<file path="config.mk">
export PLATFORM = sky130hd
export DESIGN_NAME = fadd_issue_ctrl
export DESIGN_NICKNAME = d
export VERILOG_FILES = /design/src/rtl/fadd_issue_ctrl.sv
export SDC_FILE = /design/constraint.sdc
export NUM_CORES = 1
export LEC_CHECK = 0
export CORE_MARGIN = 4
export CORE_UTILIZATION = 48
export DETAILED_ROUTE_END_ITERATION = 10
export PLACE_DENSITY = 0.76
export SETUP_SLACK_MARGIN = 0.15
export SYNTH_ARGS = -nofsm -noshare
export SYNTH_HDL_FRONTEND = slang
export SYNTH_SLANG_ARGS = --single-unit
</file>
<file path="constraint.sdc">
create_clock -name clk -period 3.1 [get_ports clk]
set_input_delay 0.31 -clock clk [delete_from_list [all_inputs] [get_ports clk]]
set_output_delay 0.31 -clock clk [all_outputs]
set_load 0.02 [all_outputs]
</file>
<file path="src/rtl/fadd_issue_ctrl.sv">
// Issue/collect wrapper around the fixed-latency fadd pipeline: credit-limited issue,
// valid/tag tracking and an in-order result FIFO. Optional FADD_OVF_STICKY_EN adds ovf_clr/ovf_sticky.
module fadd_issue_ctrl #(
  parameter int LATENCY    = 2,
  parameter int TAG_W      = 5,
  parameter int FIFO_DEPTH = 4
) (
  input  logic             clk,
  input  logic             rst,
  input  logic             in_valid,
  output logic             in_ready,
  input  logic [31:0]      in_x1,
  input  logic [31:0]      in_x2,
  input  logic             in_sub,
  input  logic [TAG_W-1:0] in_tag,
  output logic [31:0]      fadd_x1,
  output logic [31:0]      fadd_x2,
  input  logic [31:0]      fadd_y,
  input  logic             fadd_ovf,
  output logic             out_valid,
  input  logic             out_ready,
  output logic [31:0]      out_y,
  output logic             out_ovf,
  output logic [TAG_W-1:0] out_tag,
`ifdef FADD_OVF_STICKY_EN
  input  logic             ovf_clr,
  output logic             ovf_sticky,
`endif
  output logic             busy
);

  localparam int PW = (FIFO_DEPTH > 1) ? $clog2(FIFO_DEPTH) : 1;
  localparam int CW = $clog2(FIFO_DEPTH + 1);

  logic [LATENCY:0] stg_valid;
  logic [TAG_W-1:0] stg_tag [0:LATENCY];

  logic             cap_valid;
  logic [31:0]      cap_y;
  logic             cap_ovf;
  logic [TAG_W-1:0] cap_tag;

  logic [31:0]      mem_y   [0:FIFO_DEPTH-1];
  logic             mem_ovf [0:FIFO_DEPTH-1];
  logic [TAG_W-1:0] mem_tag [0:FIFO_DEPTH-1];
  logic [PW-1:0]    wr_ptr;
  logic [PW-1:0]    rd_ptr;
  logic [CW-1:0]    count;

  logic        accept;
  logic        push;
  logic        pop;
  logic [31:0] used;

  function automatic logic [PW-1:0] ptr_inc(input logic [PW-1:0] p);
    return (p == PW'(FIFO_DEPTH - 1)) ? '0 : p + PW'(1);
  endfunction

  // The capture stage holds a result on its way into the FIFO, so it consumes a credit too.
  always_comb begin
    used = 32'(count) + 32'(cap_valid);
    for (int unsigned i = 0; i <= LATENCY; i++) begin
      used = used + 32'(stg_valid[i]);
    end
  end

  assign in_ready = !rst && (used < 32'(FIFO_DEPTH));
  assign accept   = in_valid && in_ready;
  assign push     = cap_valid;
  assign pop      = out_valid && out_ready;
  assign busy     = (stg_valid != '0) || cap_valid || (count != '0);

  always_ff @(posedge clk) begin
    if (rst) begin
      fadd_x1 <= '0;
      fadd_x2 <= '0;
    end else if (accept) begin
      fadd_x1 <= in_x1;
      fadd_x2 <= {in_x2[31] ^ in_sub, in_x2[30:0]};
    end
  end

  always_ff @(posedge clk) begin
    if (rst) begin
      stg_valid <= '0;
    end else begin
      stg_valid <= {stg_valid[LATENCY-1:0], accept};
    end
    stg_tag[0] <= in_tag;
    for (int unsigned i = 1; i <= LATENCY; i++) begin
      stg_tag[i] <= stg_tag[i-1];
    end
  end

  // fadd_y/fadd_ovf belong to the op sitting in the last tracking stage.
  always_ff @(posedge clk) begin
    if (rst) begin
      cap_valid <= 1'b0;
    end else begin
      cap_valid <= stg_valid[LATENCY];
    end
    cap_y   <= fadd_y;
    cap_ovf <= fadd_ovf;
    cap_tag <= stg_tag[LATENCY];
  end

  always_ff @(posedge clk) begin
    if (rst) begin
      wr_ptr <= '0;
      rd_ptr <= '0;
      count  <= '0;
    end else begin
      if (push) begin
        mem_y[wr_ptr]   <= cap_y;
        mem_ovf[wr_ptr] <= cap_ovf;
        mem_tag[wr_ptr] <= cap_tag;
        wr_ptr          <= ptr_inc(wr_ptr);
      end
      if (pop) begin
        rd_ptr <= ptr_inc(rd_ptr);
      end
      unique case ({push, pop})
        2'b10:   count <= count + CW'(1);
        2'b01:   count <= count - CW'(1);
        default: count <= count;
      endcase
    end
  end

  assign out_valid = (count != '0);
  assign out_y     = out_valid ? mem_y[rd_ptr]   : '0;
  assign out_ovf   = out_valid ? mem_ovf[rd_ptr] : 1'b0;
  assign out_tag   = out_valid ? mem_tag[rd_ptr] : '0;

  no_overflow: assert property (@(posedge clk) disable iff (rst)
    !(push && (count == CW'(FIFO_DEPTH))));

`ifdef FADD_OVF_STICKY_EN
  always_ff @(posedge clk) begin
    if (rst) begin
      ovf_sticky <= 1'b0;
    end else if (pop && out_ovf) begin
      ovf_sticky <= 1'b1;
    end else if (ovf_clr) begin
      ovf_sticky <= 1'b0;
    end
  end
`endif

endmodule

</file>
==> flow_summary.toml <==
[outcome]
status = "finished, final reports clean"

[worst_setup_path]
worstPathRequired_ps = 2790
path_class = "reg2out"
cp-end-kind = "output pin"
cp_max_fo = 5
critPathLaunchType = "flip-flop"
arrival_ps = 2470

[timing]
min_period_over_period_pct = 89.6
setup_viol = 0
worst_clock_skew_ps = 16.7
slew_headroom_pct = 50.5
whs_ps = 50.3
worstMarginPinSlew_ps = 743
slew_viol_final = 0
hold_viol_final = 0
setup_tns_ps = 0
rsz0062_at_grt = "false"
fmax_mhz = 360
setup_slack_ps = 321
layout_min_cycle_time_ps = 2780

[cts]
cts_tree = "done"
clock_sinks = 282
htree_num_levels = 1
cts_setup_buffers = 0
path_clk_slew_ps = 60
clockRootBuffer = "clkbuf_16"
clk_latency_ps = 530
cts_hold_buf = 0
clk_path_buf_depth = 3
cts_made_buffers = 28

[route]
drtIter0Drc = 253
wirelength_um = 20200
vias_per_cell = 4.98
via_count = 5418
drc = 0
drt-pass1-iter-count = 4
avgRoutedWirePerCell_um = 18.6
ant_nets = 0

[power_and_ir_drop]
p_sw_share_pct = 21.0
total_power_uw = 8250
p_per_area_nw_per_um2 = 611
peakVddDrop_uv = 439
intPower_uw = 6520
power.leakage_uw = 0.00490
power_frac_seq_pct = 49.9
clockPowerShare_pct = 40.4
p_comb_share_pct = 9.6
p_sw_uw = 1730

[place]
gp_congestion = 0.776
io_buffers = 211
pre_cts_ws_ps = 346
dp_hpwl_um = 13000
placed_area_um2 = 12600

[global_routing]
antenna_found_initial = 0
grt_max_degree = 73
grt.overflow.total = 0
grt_pass1_vias = 5965
grt_pass1_wl_um = 32000
grt_usage_pct = 16.9

[cells_and_area]
synthToLayoutAreaGrowth_pct = 33.4
drive_above_1_share_pct = 19.8
multi_input_area_um2 = 2790
design_area_um2 = 13500
final_cell_mix = "209 x clkdlybuf4s50_1, 152 x edfxtp_1, 128 x dfxtp_1"
layout.nets = 914
num_antenna_cells = 0
layout_commonest_cell = "clkdlybuf4s50_1"
seqCellArea_um2 = 7170
fillers = 1418

[floorplan]
boundaryPins = 212
start_util_pct = 49.4
fp.dieH_um = 153
die_w_um = 153
row_count = 52
core_area_um2 = 20500
dieArea_um2 = 23500

[synth]
synth_seq_area_share_pct = 70.8
synthCells = 571
synth_area_per_cell_um2 = 17.7
synth_cell_type_count = 29
syn_area_um2 = 10100
synth_warnings = 0
ys_ff_latch = 282
syn_nets = 689

[job]
drv_cap = 0

[worst_hold_path]
hold_class = "in2reg"
[final timing paths]
check                              startpoint       endpoint  slack (ps)  depth (start not counted)
worst min register to register  stg_tag[0][2]  stg_tag[1][2]         330                          0
worst max register to register      cap_valid    fadd_x1[27]         590                          6
worst max-delay path                cap_valid       in_ready         320                          5
worst min-delay path                      rst   stg_valid[1]          50                          2
[cells in the mapped netlist]
| cell | count | share of area (%) |
|---|---|---|
| a2111oi_0 | 1 | 0.086 |
| a21o_1 | 2 | 0.15 |
| a21oi_1 | 4 | 0.20 |
| and2_1 | 4 | 0.25 |
| buf_2 | 5 | 0.25 |
| buf_6 | 6 | 0.67 |
| clkbuf_1 | 16 | 0.59 |
| dfxtp_1 | 130 | 26 |
| edfxtp_1 | 152 | 45 |
| fa_1 | 2 | 0.40 |
| ha_1 | 9 | 1.1 |
| inv_1 | 11 | 0.41 |
| mux2_2 | 13 | 1.4 |
| mux2_4 | 50 | 7.4 |
| mux2i_1 | 3 | 0.30 |
| mux4_2 | 38 | 8.4 |
| nand2_1 | 1 | 0.037 |
| nand2b_1 | 1 | 0.062 |
| nand3_1 | 1 | 0.049 |
| nor2_1 | 10 | 0.37 |
| nor2b_1 | 102 | 6.3 |
| nor3_1 | 1 | 0.049 |
| nor3b_1 | 1 | 0.074 |
| o21ai_0 | 1 | 0.049 |
| o31ai_1 | 1 | 0.074 |
| or3_1 | 2 | 0.12 |
| or4b_1 | 1 | 0.099 |
| xnor2_1 | 1 | 0.086 |
| xor2_1 | 2 | 0.17 |
[per-layer routing]
| layer | share of wire (%) | vias to the layer above | GRT usage [%] |
|---|---|---|---|
| li1 | - | 2521 | - |
| met1 | 40 | 2653 | 20.2 |
| met2 | 49 | 214 | 29.1 |
| met3 | 9.7 | 30 | 6.64 |
| met4 | 1.5 | 0 | 3.61 |
| met5 | 0 | - | 0 |
[stage by stage]
| step | utilization, % | std cells |
|---|---|---|
| finish | 65.9 | 1087 |
| global route | 65.9 | 1087 |
| CTS | 65.8 | 1086 |
| detailed placement | 61.3 | 1035 |
| global placement | 61.3 | 1035 |
| floorplan | - | 571 |
[worst max-delay path, cell delays in order (launching register included)]
cell and delay, ps:
dfxtp_1 420, fa_1 450, ha_1 280, a21o_1 170, a2111oi_1 370, buf_2 240
[cells by family after synthesis]
family                   Yosys count  synth area share [%]
AO/OA/AOI/OAI                      9                 0.556
XOR/XNOR                           3                 0.259
adder cells (fa/ha/maj)           11                  1.51
buffers and inverters             38                  1.91
flip-flops                       282                  70.8
multiplexers                     104                  17.6
AND/OR/NAND/NOR                  124                  7.41
[what timing repair did]
item | in CTS | in global routing
resized for setup | 4 | 3
cloned | 0 | 1
endpoints found under the setup margin | 2 | 33
[power groups by stage]
stage | combinational (uW) | sequential, uW | clock, uW
floorplan | 321 | 4260 | 0
global placement | 787 | 4190 | 0
detailed placement | 798 | 4200 | 0
CTS | 802 | 4120 | 3420
global route | 842 | 4140 | 3570
finish | 794 | 4120 | 3340
[registers in the layout, summed over array words and instances, names as in the netlist, named ones only]
name,flops
mem_y,128
cap_y,32
fadd_x1,32
fadd_x2,32
mem_tag,20
stg_tag,15
cap_tag,5
mem_ovf,4
count,3
stg_valid,3
rd_ptr,2
wr_ptr,2
cap_ovf,1
cap_valid,1
[area by class of cell]
type / instances / share of cell area [%]
tap: 270 / 2.50
inverter: 11 / 0.306
clock buffer: 41 / 5.84
sequential: 282 / 53.1
clock inverter: 10 / 0.991
multi-input combinational: 251 / 20.6
timing repair buffer: 222 / 16.7
(Power assumes the default switching activity.)
